### src/rtl/debounced_bcd_counter_pkg.sv
// Shared constants for the debounced BCD counter: digit width, BCD limits,
// step encoding and the default debounce length.
package debounced_bcd_counter_pkg;

  localparam int              BCD_W         = 4;
  localparam logic [BCD_W-1:0] BCD_MAX      = 4'd9;
  localparam int              DB_CYCLES_DEF = 1_000_000;

  localparam logic [1:0] STEP_NONE = 2'd0;
  localparam logic [1:0] STEP_UP   = 2'd1;
  localparam logic [1:0] STEP_DN   = 2'd2;

  function automatic logic [BCD_W-1:0] bcd_inc(input logic [BCD_W-1:0] d);
    return (d == BCD_MAX) ? '0 : d + 1'b1;
  endfunction

  function automatic logic [BCD_W-1:0] bcd_dec(input logic [BCD_W-1:0] d);
    return (d == '0) ? BCD_MAX : d - 1'b1;
  endfunction

endpackage

### src/rtl/debounced_bcd_counter_button_debounce.sv
// One push-button: 2-FF synchroniser, debounce counter, rising-edge step pulse.
// Auto-repeat while held is built only when DCNT_AUTOREPEAT_EN is defined.
module button_debounce
  import debounced_bcd_counter_pkg::*;
#(
  parameter int DB_CYCLES    = DB_CYCLES_DEF,
  parameter int REPEAT_DELAY = 50_000_000,
  parameter int REPEAT_RATE  = 10_000_000
) (
  input  logic clk,
  input  logic reset,
  input  logic btn_i,
  output logic pulse_o
);

  localparam int CW = (DB_CYCLES > 1) ? $clog2(DB_CYCLES) : 1;

  logic          sync1_q, sync2_q;
  logic          db_q, db_d, db_prev_q;
  logic [CW-1:0] cnt_q, cnt_d;
  logic          pulse_q;
  logic          rep;

  // Any cycle where the synced level agrees with the debounced state restarts the count.
  always_comb begin
    cnt_d = '0;
    db_d  = db_q;
    if (sync2_q != db_q) begin
      if (cnt_q == CW'(DB_CYCLES - 1)) db_d  = ~db_q;
      else                             cnt_d = cnt_q + 1'b1;
    end
  end

`ifdef DCNT_AUTOREPEAT_EN
  localparam int HW = $clog2(REPEAT_DELAY + 1);

  logic [HW-1:0] hold_q, hold_d;

  // Reloading to DELAY-RATE+1 after each repeat makes later repeats RATE cycles apart.
  assign rep = db_q && (hold_q == HW'(REPEAT_DELAY));

  always_comb begin
    hold_d = '0;
    if (db_q) hold_d = rep ? HW'(REPEAT_DELAY - REPEAT_RATE + 1) : hold_q + 1'b1;
  end

  always_ff @(posedge clk) begin
    if (reset) hold_q <= '0;
    else       hold_q <= hold_d;
  end
`else
  assign rep = 1'b0;
`endif

  always_ff @(posedge clk) begin
    if (reset) begin
      sync1_q   <= 1'b0;
      sync2_q   <= 1'b0;
      db_q      <= 1'b0;
      db_prev_q <= 1'b0;
      cnt_q     <= '0;
      pulse_q   <= 1'b0;
    end else begin
      sync1_q   <= btn_i;
      sync2_q   <= sync1_q;
      db_q      <= db_d;
      db_prev_q <= db_q;
      cnt_q     <= cnt_d;
      pulse_q   <= (db_q & ~db_prev_q) | rep;
    end
  end

  assign pulse_o = pulse_q;

endmodule

### src/rtl/debounced_bcd_counter.sv
// Debounced up/down buttons driving an NDIG-digit BCD counter with wrap flag.
// Optional auto-repeat inside the button stages: DCNT_AUTOREPEAT_EN.
module debounced_bcd_counter
  import debounced_bcd_counter_pkg::*;
#(
  parameter int DB_CYCLES    = DB_CYCLES_DEF,
  parameter int NDIG         = 8,
  parameter int REPEAT_DELAY = 50_000_000,
  parameter int REPEAT_RATE  = 10_000_000
) (
  input  logic                  clk,
  input  logic                  reset,
  input  logic                  btn_up,
  input  logic                  btn_dn,
  input  logic                  clr,
  output logic [BCD_W*NDIG-1:0] count_bcd,
  output logic                  up_pulse,
  output logic                  dn_pulse,
  output logic                  wrap
);

  logic                        up_p, dn_p;
  logic [1:0]                  step;
  logic                        go_up, go_dn;
  logic [NDIG-1:0]             is9, is0;
  logic [NDIG-1:0][BCD_W-1:0]  cnt_q, cnt_d;
  logic                        wrap_q, wrap_d;

  button_debounce #(
    .DB_CYCLES(DB_CYCLES), .REPEAT_DELAY(REPEAT_DELAY), .REPEAT_RATE(REPEAT_RATE)
  ) u_db_up (.clk(clk), .reset(reset), .btn_i(btn_up), .pulse_o(up_p));

  button_debounce #(
    .DB_CYCLES(DB_CYCLES), .REPEAT_DELAY(REPEAT_DELAY), .REPEAT_RATE(REPEAT_RATE)
  ) u_db_dn (.clk(clk), .reset(reset), .btn_i(btn_dn), .pulse_o(dn_p));

  // Simultaneous up and down cancel out.
  always_comb begin
    step = STEP_NONE;
    if (up_p && !dn_p)      step = STEP_UP;
    else if (dn_p && !up_p) step = STEP_DN;
  end

  assign go_up = (step == STEP_UP);
  assign go_dn = (step == STEP_DN);

  // Carry/borrow into a digit is the AND of the lower digits being 9 (up) or 0 (down).
  for (genvar g = 0; g < NDIG; g++) begin : g_dig
    logic cin;
    assign is9[g] = (cnt_q[g] == BCD_MAX);
    assign is0[g] = (cnt_q[g] == '0);
    if (g == 0) begin : g_lsd
      assign cin = go_up | go_dn;
    end else begin : g_upper
      assign cin = go_up ? (&is9[g-1:0]) : (go_dn & (&is0[g-1:0]));
    end
    assign cnt_d[g] = !cin ? cnt_q[g] : (go_up ? bcd_inc(cnt_q[g]) : bcd_dec(cnt_q[g]));
  end

  assign wrap_d = go_up ? (&is9) : (go_dn & (&is0));

  always_ff @(posedge clk) begin
    if (reset || clr) begin
      cnt_q  <= '0;
      wrap_q <= 1'b0;
    end else begin
      cnt_q  <= cnt_d;
      wrap_q <= wrap_d;
    end
  end

  assign count_bcd = cnt_q;
  assign up_pulse  = up_p;
  assign dn_pulse  = dn_p;
  assign wrap      = wrap_q;

endmodule

### config.mk
export PLATFORM = sky130hd
export DESIGN_NAME = debounced_bcd_counter
export DESIGN_NICKNAME = d
export VERILOG_FILES = /design/src/rtl/debounced_bcd_counter_pkg.sv /design/src/rtl/debounced_bcd_counter_button_debounce.sv /design/src/rtl/debounced_bcd_counter.sv
export SDC_FILE = /design/constraint.sdc
export NUM_CORES = 1
export LEC_CHECK = 0
export ABC_CLOCK_PERIOD_IN_PS = 4400
export CAP_MARGIN = 20
export CORE_MARGIN = 10
export CORE_UTILIZATION = 40
export DETAILED_ROUTE_END_ITERATION = 12
export GPL_ROUTABILITY_DRIVEN = 0
export GPL_TIMING_DRIVEN = 0
export HOLD_SLACK_MARGIN = 0.05
export SYNTH_ARGS = -nofsm -noshare
export SYNTH_HDL_FRONTEND = slang
export SYNTH_SLANG_ARGS = --single-unit
### constraint.sdc
create_clock -name clk -period 4.4 [get_ports clk]
set_input_delay 0.88 -clock clk [delete_from_list [all_inputs] [get_ports clk]]
set_output_delay 0.88 -clock clk [all_outputs]
set_load 0.05 [all_outputs]
Word-level counts from Yosys, hierarchy flattened:

Cells that the tools add are included.
W data, S select, Z words.

* input bits: 5
* register bits after elaboration: 83

* $add $sub $neg: 18
* mux-type cells: 34
* reductions and logical operators: 31
* equality and inequality tests: 14
* bitwise gates (word level): 17

Operator list (number)
* $mux W4: 24
* $add A20 B1 Y20 const B: 2
* $eq A20 B20 Y1 const B: 2
* $add A4 B1 Y4 const B: 8
* $eq A4 B4 Y1 const B: 8
* $logic_not A4 Y1: 8
* $sub A4 B1 Y4 const B: 8
* $reduce_and A8 Y1: 2
* $reduce_and A7 Y1: 2
* $reduce_and A6 Y1: 2
* $and A1 B1 Y1: 10
* $reduce_and A5 Y1: 2
* $mux W1: 8
* $reduce_and A2 Y1: 4
* $reduce_and A4 Y1: 2
* $not A1 Y1: 6
* $reduce_and A3 Y1: 2
* $reduce_or A3 Y1: 2
* $mux W2: 2
* $eq A2 B1 Y1 const B: 1
* $eq A2 B2 Y1 const B: 1
* $logic_and A1 B1 Y1: 2
* $logic_not A1 Y1: 2
* $ne A1 B1 Y1: 2
* other kinds (2): 2

Longest topological paths before layout:

Gate-level depths: netlist (run 1).

* depth in word-level cells: 7
* mapped depth: 9

Hierarchy:

From an unflattened synthesis (run 1), not the netlist that was laid out.

* cell total of the unflattened synthesis: 563
* area total of the unflattened synthesis: 4633.2 µm²

By module, submodules not included
* debounced_bcd_counter: sequential area each 660.6 µm², cells each 333, area each 2508.7 µm², instances 1
* button_debounce: sequential area each 500.5 µm², cells each 115, area each 1062.3 µm², instances 2

Worst setup path before layout (run 1):

No wires, ideal clock.

* path type: register -> register
* start point: reg u_db_dn.pulse_q (netlist: u_db_dn.pulse_o)
* end point: reg cnt_q (netlist bit count_bcd[23])
* arrival time: 2.333 ns
* path buffers: 1
* library setup time: 0.117 ns
* setup slack: 1.949 ns
* stages on the path, launching flop included: 9
* required time: 4.283 ns
* clock period less this slack: 2.451 ns
* cells stage by stage: dfxtp_1 -> inv_1 -> ha_1 -> buf_2 -> nor4b_1 -> nand4_1 -> o22ai_2 -> o21ai_0 -> a32o_1

* longest elaborated chain between the ends: 6

Ends and longest elaborated chain
* start: declaration: line debounced_bcd_counter_button_debounce.sv:21 `logic pulse_q;`
* start signal: assignment: line debounced_bcd_counter_button_debounce.sv:69 `pulse_q <= (db_q & ~db_prev_q) | rep;`
* $logic_and A1 B1 Y1 / $logic_not A1 Y1 (equally long branches): line debounced_bcd_counter.sv:41, debounced_bcd_counter.sv:40
* $mux W2 / $logic_and A1 B1 Y1 (equally long branches): line debounced_bcd_counter.sv:41, debounced_bcd_counter.sv:40
* $mux W2 (*): line debounced_bcd_counter.sv:40 `if (up_p && !dn_p) step = STEP_UP;`
* $eq A2 B2 Y1: line debounced_bcd_counter.sv:45 `assign go_dn = (step == STEP_DN);`
* $and A1 B1 Y1: line debounced_bcd_counter.sv:55 `assign cin = go_up ? (&is9[g-1:0]) : (go_dn & (&is0[g-1:0]));`
* $mux W1: line debounced_bcd_counter.sv:55
* end signal: assignment: line debounced_bcd_counter.sv:67 `cnt_q <= cnt_d;`
* end: declaration: line debounced_bcd_counter.sv:26 `logic [NDIG-1:0][BCD_W-1:0] cnt_q, cnt_d;`

Mark *: on every way between the ends. The rest lies on a longest branch, timed or not.
A chain may end at the register's enable or synchronous reset.

Worst setup path after layout (run 1):

* start point: in reset
* end point: reg cnt_q (netlist bit count_bcd[20])

* longest elaborated chain between the ends: 1

Ends and longest elaborated chain
* start: declaration: line debounced_bcd_counter.sv:12 `input logic reset,`
* $logic_or A1 B1 Y1: line debounced_bcd_counter.sv:63 `if (reset || clr) begin`

Every way passes these cells.

==> results.toml, run 1 <==
[run_status]
status = "completed"

[synthesis]
avgSynthCellArea_sq_um = 8.092
synth_area_sq_um = 4588
ys_types = 62
synth_compound_area_frac = 0.1494
synth-async-reset-ratio = 0
synth_ff_type = "dfxtp_1"
synthMuxAreaShare = 0.01336
synthCells = 567
synth_top_family_by_area = "simple AND/OR/NAND/NOR gates"
yosys.area_share.adder = 0.01091
syn-num-nets = 576
synth-seq-cells = 83
synth-xor-area-share = 0.1031
synth-simple-area-share = 0.3079
ys_warn_count = 0
synth-seq-area-share = 0.3621
synth-edff-count = 0

[floorplan]
boundaryPins = 40
die_y_um = 127.1
start_util = 0.4053
die_area_sq_um = 16150
fp-row-count = 39
core_area_sq_um = 11320
die_w_um = 127.1

[global_routing]
overflow = 0
grt_start_max_net_pins = 16
grt_pass1_vias = 3869
grt_pass1_wl_um = 18400
grt_util_all_layers = 0.1371
antenna_found_initial = 0

[clocking]
cts_tree = "yes"
cts_sinks = 83
post_cts_resized = 0
cts_max_level = 3
cts_buffer_depth = 2
cts_made_buffers = 9
worstSkewPairLatency_ns = 0.35
clk_pin_slew_ns = 0.06
ctsHoldBuffers = 0
cts_setup_buffers = 0
root_buffer = "clkbuf_16"

[sta]
rsz0062_at_grt = "no"
setup_viol = 0
finClkSkew_ns = 0.008298
tightest_slew_ns = 0.7679
maxSlewViolCount = 0
relSlewSlack = 0.4862
fin_crit_sh = 0.6412
fin_setup_tns_ns = 0
max_freq_ghz = 0.3545
fin_crit_ns = 2.821
finalHoldViolCount = 0

[setup_path]
critical_path_class = "primary input to flop"
endpoint_kind = "flop"
crit_path_max_fanout = 10
cp.arrival_ns = 3.03
required_ns = 4.61
start_kind = "primary input"

[route]
drc = 0
avgViaCountPerCell = 5.496
drtIter0Drc = 266
vias = 4210
routed_wl_um = 11090
wl_per_cell_um = 14.48
dr.pass1.iters = 5
antenna_left = 0

[placed_design]
portBuffers = 39
place_hpwl_um = 7720

[finish]
multi_input_area_sq_um = 2683
fin_util = 0.4846
area_growth_pct = 19.58
drive_above_1_share = 0.08507
largest_register_ffs = 32
final_nets = 627
mostFrequentLayoutCells = "nor2_1 (83), dfxtp_1 (83), clkdlybuf4s50_1 (39)"
nFillCells = 1109
diodes = 0
seqCellArea_sq_um = 1662

[worst_hold_path]
hold_path.class = "flop to flop"

[pwr]
p_sw_frac = 0.2139
p_int_uw = 1263
power_density_nw_per_um2 = 292.9
seqPwrFrac = 0.469
share_clk_of_total_power = 0.517
leakage_uw = 0.001798
vdd_drop_max_mv = 0.2329
share_comb_of_total_power = 0.014
switchingPower_uw = 343.7

[job]
cap_viol_max_count = 0
==> Yosys cell counts, drive strengths merged, types with 2 or more instances <==
cell type  instances  share of area
o31ai              5         0.0082
and3              12          0.016
a21oi             22          0.024
nand2b             6          0.011
clkbuf            27          0.022
nor4b              6          0.011
nor2              83          0.068
a31oi              6         0.0082
or3                6         0.0093
nand2             36          0.029
a32o               3         0.0065
o22ai              4         0.0068
buf               18          0.022
nor2b             16          0.022
dfxtp             83           0.36
a22oi              5         0.0082
nor3              17          0.019
xnor2             27          0.052
inv               11         0.0090
a21boi             4         0.0065
a311oi             6          0.011
mux2i              5          0.011
nand4             19          0.029
and4bb             2         0.0055
o21ai             29          0.032
nand4b             5         0.0095
and2               3         0.0041
nor3b              2         0.0033
o32ai              3          0.014
ha                 4          0.011
and4               3         0.0057
or2                8          0.011
nand3             27          0.029
nor4              12          0.018
xor2              27          0.052
==> cell families (layout without fill, tap and decap cells) <==
group,count (synthesis),in the layout
AO/OA/AOI/OAI,98,98
XOR/XNOR,54,54
adder cells (fa/ha/maj),4,4
buffers and inverters,56,112
flip-flops,83,83
multiplexers,6,6
AND/OR/NAND/NOR,266,266
==> worst max-delay path: stages <==
cell             delay, ns
clkdlybuf4s50_1       0.49
clkbuf_1              0.32
or2_2                 0.21
clkbuf_1              0.44
clkbuf_1              0.56
nor2_1                0.13
==> metrics by stage <==
stage               cells  instance area [sq um]  power, uW  hold WS (ns)  setup WS [ns]
global placement      749                   5157      793.6        0.3737          1.152
CTS                   765                   5482       1630        0.3848          1.538
finish                766                   5487       1607        0.3813          1.579
global route          766                   5487       1659        0.3896          1.366
detailed placement    749                   5157      793.7        0.3758          1.178
floorplan             567                   4588      783.4        0.3674          1.949
==> path summary, 6_finish.rpt <==
path / startpoint / end / slack, ns / cells after the start
worst min register to register: u_db_up.db_prev_q / u_db_up.pulse_o / 0.38 / 1
worst max-delay path: reset / count_bcd[20] / 1.58 / 6
worst max register to register: u_db_dn.pulse_o / count_bcd[23] / 1.84 / 8
worst min-delay path: u_db_up.db_prev_q / u_db_up.pulse_o / 0.38 / 1
==> layer usage <==
metal	track usage	part of all wire	up-vias
met4	0.06631	0.018	0
met3	0.04301	0.063	16
met5	0	0	-
met1	0.1679	0.45	1984
met2	0.2135	0.47	104
li1	-	-	2106
==> power by group through the flow <==
stage	combinational, uW	sequential (uW)	clock [uW]
final	21.8	754	831
after global routing	24.5	754	881
after CTS	22.3	754	854
after detailed placement	22.2	771	0
after global placement	22.3	771	0
after floorplan	12.2	771	0
==> area by class of cell <==
cell class                 instances  area share
clock buffer                       9     0.04105
buffer                            45     0.03694
sequential                        83      0.3029
timing repair buffer              40     0.07206
multi-input combinational        428      0.4889
clock inverter                     7     0.01802
inverter                          11    0.007526
tap                              143     0.03261
Power figures use the tool's default switching activity.
==> run 2: changes to the inputs <==
--- a/config.mk
+++ b/config.mk
@@ -5,7 +5,7 @@
 export SDC_FILE = /design/constraint.sdc
 export NUM_CORES = 1
 export LEC_CHECK = 0
-export ABC_CLOCK_PERIOD_IN_PS = 4400
+export ABC_CLOCK_PERIOD_IN_PS = 2480
 export CAP_MARGIN = 20
 export CORE_MARGIN = 10
 export CORE_UTILIZATION = 40
==> constraint.sdc (replaced) <==
create_clock -name clk -period 2.48 [get_ports clk]
set_input_delay 0.496 -clock clk [delete_from_list [all_inputs] [get_ports clk]]
set_output_delay 0.496 -clock clk [all_outputs]
set_load 0.05 [all_outputs]
==> results.toml, run 2 (same netlist as run 1, synthesis figures left out) <==
[run_status]
status = "completed"

[clocking]
cts_max_level = 3
cts_made_buffers = 9
cts_tree = "yes"
cts_buffer_depth = 2
worstSkewPairLatency_ns = 0.35
ctsHoldBuffers = 0
clk_pin_slew_ns = 0.06
root_buffer = "clkbuf_16"
cts_sinks = 83

[floorplan]
start_util = 0.4053
boundaryPins = 40
die_y_um = 127.1
fp-row-count = 39
die_w_um = 127.1
core_area_sq_um = 11320
die_area_sq_um = 16150

[sta]
relSlewSlack = 0.4605
fin_setup_tns_ns = 0
tightest_slew_ns = 0.8063
max_freq_ghz = 0.4366
fin_crit_sh = 0.9235
finClkSkew_ns = 0.008856
fin_crit_ns = 2.290
setup_viol = 0
maxSlewViolCount = 0
finalHoldViolCount = 0
rsz0062_at_grt = "no"

[setup_path]
slowest_delay_ns = 0.46
crit_path_max_fanout = 10
crit_family = "buffers and inverters"
critical_path_class = "flop to flop"
crit_path_top_delay_cell = "clkbuf_1"
start_kind = "flop"
endpoint_kind = "flop"
required_ns = 2.73
path_cells = "inv_1 -> ha_1 -> buf_2 -> clkbuf_1 -> clkbuf_2 -> nand2_1 -> o22ai_1 -> a21oi_1 -> a311oi_1"
cp.arrival_ns = 2.54
critPathBufInv = 4

[pwr]
leakage_uw = 0.001818
power_density_nw_per_um2 = 517.8
p_int_uw = 2241
vdd_drop_max_mv = 0.4142
share_comb_of_total_power = 0.014
switchingPower_uw = 609.8
p_sw_frac = 0.2139
share_clk_of_total_power = 0.517
seqPwrFrac = 0.469
total_power_uw = 2851

[route]
dr.pass1.iters = 8
antenna_left = 0
drtIter0Drc = 303
routed_wl_um = 11170
drc = 0
vias = 4204
avgViaCountPerCell = 5.481
wl_per_cell_um = 14.57

[global_routing]
overflow = 0
grt_pass1_wl_um = 18410
grt_pass1_vias = 3871
antenna_found_initial = 0
grt_util_all_layers = 0.1372
grt_start_max_net_pins = 16

[finish]
drive_above_1_share = 0.09455
mostFrequentLayoutCells = "nor2_1 (83), dfxtp_1 (83), clkdlybuf4s50_1 (39)"
largest_register_ffs = 32
diodes = 0
final_nets = 628
area_growth_pct = 19.99

[placed_design]
portBuffers = 39
place_hpwl_um = 7720

[worst_hold_path]
hold_path.class = "flop to flop"

[job]
cap_viol_max_count = 0
## run 2: cell types whose count changed in the layout (fill, tap and decap cells not counted)
| cell | change |
|---|---|
| buf_4 | +1 |
| clkbuf_2 | +4 |
| buf_1 | -2 |
| clkbuf_1 | -2 |
| nor4b_1 | -1 |
| nor4b_2 | +1 |
## run 2: what timing repair did
item,in CTS,in global routing
resized for setup,0,7
buffers inserted,1,0
pin swaps,1,0
setup endpoints to repair,2,23
## run 2: area by class of cell
cell class | instances | area, sq um
plain buffers | 45 | 207.7
clock buffers | 9 | 225.2
clock inverters | 7 | 98.84
fillers | 1114 | 5816
inverters | 11 | 41.29
multi-input cells | 428 | 2689
flip-flops and latches | 83 | 1662
well taps | 143 | 178.9
repair buffers | 41 | 402.9
## run 2: final timing paths
path                                        start         endpoint  slack [ns]  cells past startpoint
worst max-delay path              u_db_dn.pulse_o    count_bcd[21]        0.19                      9
worst min-delay path            u_db_up.db_prev_q  u_db_up.pulse_o        0.38                      1
worst max register to register    u_db_dn.pulse_o    count_bcd[21]        0.19                      9
worst min register to register  u_db_up.db_prev_q  u_db_up.pulse_o        0.38                      1
## run 2: routing by layer
layer / GRT usage / share of wire / wire (um)
met2: 0.2145 / 0.46 / 5105
met1: 0.1676 / 0.46 / 5165
met5: 0 / 0 / 0
met4: 0.06631 / 0.020 / 225
met3: 0.04301 / 0.061 / 676
## run 2: power groups by stage
stage	Sequential [uW]	Clock (uW)	Combinational, uW
6_report	1340	1470	39.1
4_1_cts	1340	1510	39.6
3_3_place_gp	1370	0	39.5
2_1_floorplan	1370	0	21.7
5_1_grt	1340	1560	43.7
3_5_place_dp	1370	0	39.5
## run 2: through the flow
step                setup slack [ns]  hold slack (ns)  area (sq um)  utilization  std cells
finish                        0.1897           0.3806          5505       0.4863        767
global route                 0.03133           0.3896          5505       0.4863        767
CTS                         0.001718           0.3848          5489       0.4849        766
detailed placement           -0.3579           0.3758          5157       0.4556        749
global placement             -0.3844           0.3737          5157       0.4556        749
floorplan                    0.02908           0.3674          4588            -        567
==> run 3: changes to the inputs <==
--- a/config.mk
+++ b/config.mk
@@ -8,11 +8,12 @@
 export ABC_CLOCK_PERIOD_IN_PS = 2480
 export CAP_MARGIN = 20
 export CORE_MARGIN = 10
-export CORE_UTILIZATION = 40
+export CORE_UTILIZATION = 52
 export DETAILED_ROUTE_END_ITERATION = 12
 export GPL_ROUTABILITY_DRIVEN = 0
 export GPL_TIMING_DRIVEN = 0
 export HOLD_SLACK_MARGIN = 0.05
+export PLACE_DENSITY = 0.76
 export SYNTH_ARGS = -nofsm -noshare
 export SYNTH_HDL_FRONTEND = slang
 export SYNTH_SLANG_ARGS = --single-unit
==> results.toml, run 3 (same netlist as run 1, synthesis figures left out) <==
[sta]
fin_crit_sh = 0.9326
fin_crit_ns = 2.313
tightest_slew_ns = 1.034
rsz0062_at_grt = "no"
relSlewSlack = 0.3041
finalHoldViolCount = 0
finClkSkew_ns = 0.009180
maxSlewViolCount = 0
setup_viol = 0
max_freq_ghz = 0.4324

[route]
routed_wl_um = 10690
avgViaCountPerCell = 5.727
drc = 0
dr.pass1.iters = 5
wl_per_cell_um = 14.65
vias = 4181
antenna_left = 0
drtIter0Drc = 207

[clocking]
root_buffer = "clkbuf_8"
clk_pin_slew_ns = 0.09
cts_max_level = 3
cts_buffer_depth = 2
cts_sinks = 83
cts_made_buffers = 9
ctsHoldBuffers = 0
worstSkewPairLatency_ns = 0.36
cts_tree = "yes"

[pwr]
leakage_uw = 0.001758
total_power_uw = 2410
vdd_drop_max_mv = 0.3239
power_density_nw_per_um2 = 451.5

[finish]
area_growth_pct = 16.36
drive_above_1_share = 0.09164
fin_util = 0.6182
diodes = 0
largest_register_ffs = 32
mostFrequentLayoutCells = "nor2_1 (83), dfxtp_1 (83), clkdlybuf4s50_1 (39)"
final_nets = 626

[setup_path]
start_kind = "flop"
cp.arrival_ns = 2.54
crit_path_max_fanout = 10
critical_path_class = "flop to flop"
r2r_slack_ns = 0.17
endpoint_kind = "flop"
required_ns = 2.71

[global_routing]
overflow = 0
grt_util_all_layers = 0.1651
grt_pass1_vias = 3883
grt_start_max_net_pins = 15
antenna_found_initial = 0
grt_pass1_wl_um = 18170

[placed_design]
place_hpwl_um = 7468
portBuffers = 39

[floorplan]
die_w_um = 113.9
core_area_sq_um = 8636
fp-row-count = 34
start_util = 0.5313
die_y_um = 113.9
die_area_sq_um = 12980
boundaryPins = 40

[worst_hold_path]
hold_path.class = "flop to flop"

[run_status]
status = "completed"

[job]
cap_viol_max_count = 0
## run 3: changes by cell type in the layout (fill, tap and decap cells not counted), sizes merged
cell,change
bufinv,-1
clkbuf,-1
inv,-2
clkinv,+1
buf,+1
## run 3: path summary, 6_finish.rpt
check             cells past startpoint              end               from
hold / removal                        1  u_db_dn.pulse_o  u_db_dn.db_prev_q
hold reg to reg                       1  u_db_dn.pulse_o  u_db_dn.db_prev_q
setup / recovery                      7     count_bcd[2]    u_db_up.pulse_o
setup reg to reg                      7     count_bcd[2]    u_db_up.pulse_o
## run 3: report_power, final
part | leakage, uW | switching, uW | internal [uW]
Clock | 0.000106 | 511 | 524
Sequential | 0.000669 | 1.74 | 1340
Combinational | 0.000983 | 25.0 | 13.8
Total | 0.00176 | 537 | 1870
## run 3: per-layer routing
| layer | global-route usage | vias up | share of wire | routed length (um) |
|---|---|---|---|---|
| met4 | 0.07769 | 0 | 0.019 | 199 |
| met3 | 0.03360 | 17 | 0.059 | 633 |
| met2 | 0.2699 | 114 | 0.48 | 5088 |
| met5 | 0 | - | 0 | 0 |
| met1 | 0.2029 | 1943 | 0.45 | 4772 |
| li1 | - | 2107 | - | - |
## run 3: final cells by class
type / count / area [sq um]
fillers: 763 / 3297
inverters: 11 / 41.29
repair buffers: 40 / 397.9
plain buffers: 44 / 202.7
multi-input cells: 428 / 2689
flip-flops and latches: 83 / 1662
well taps: 108 / 135.1
clock inverters: 5 / 60.06
clock buffers: 11 / 151.4
## run 3: timing repair
action	in CTS	in global routing
buffers inserted	1	0
endpoints found under the hold margin	0	0
endpoints found under the setup margin	1	20
gates cloned	0	0
pin swaps	1	0
resized for setup	0	6
## run 3: critical path: stages, from the launching register on
cell	delay [ns]
dfxtp_1	0.39
ha_1	0.16
buf_2	0.17
clkbuf_1	0.48
buf_1	0.51
a21boi_0	0.17
o21ai_0	0.22
a21oi_1	0.09
## run 3: metrics by stage
step	area [sq um]	setup TNS, ns	std cells	hold slack, ns	setup slack (ns)
CTS	5333	0	731	0.3831	0.06197
global route	5339	0	730	0.4016	0.006819
detailed placement	5114	-3.199	714	0.3711	-0.3313
finish	5339	0	730	0.3820	0.1672
floorplan	4588	0	567	0.3674	0.02908
global placement	5114	-2.833	714	0.3734	-0.2917
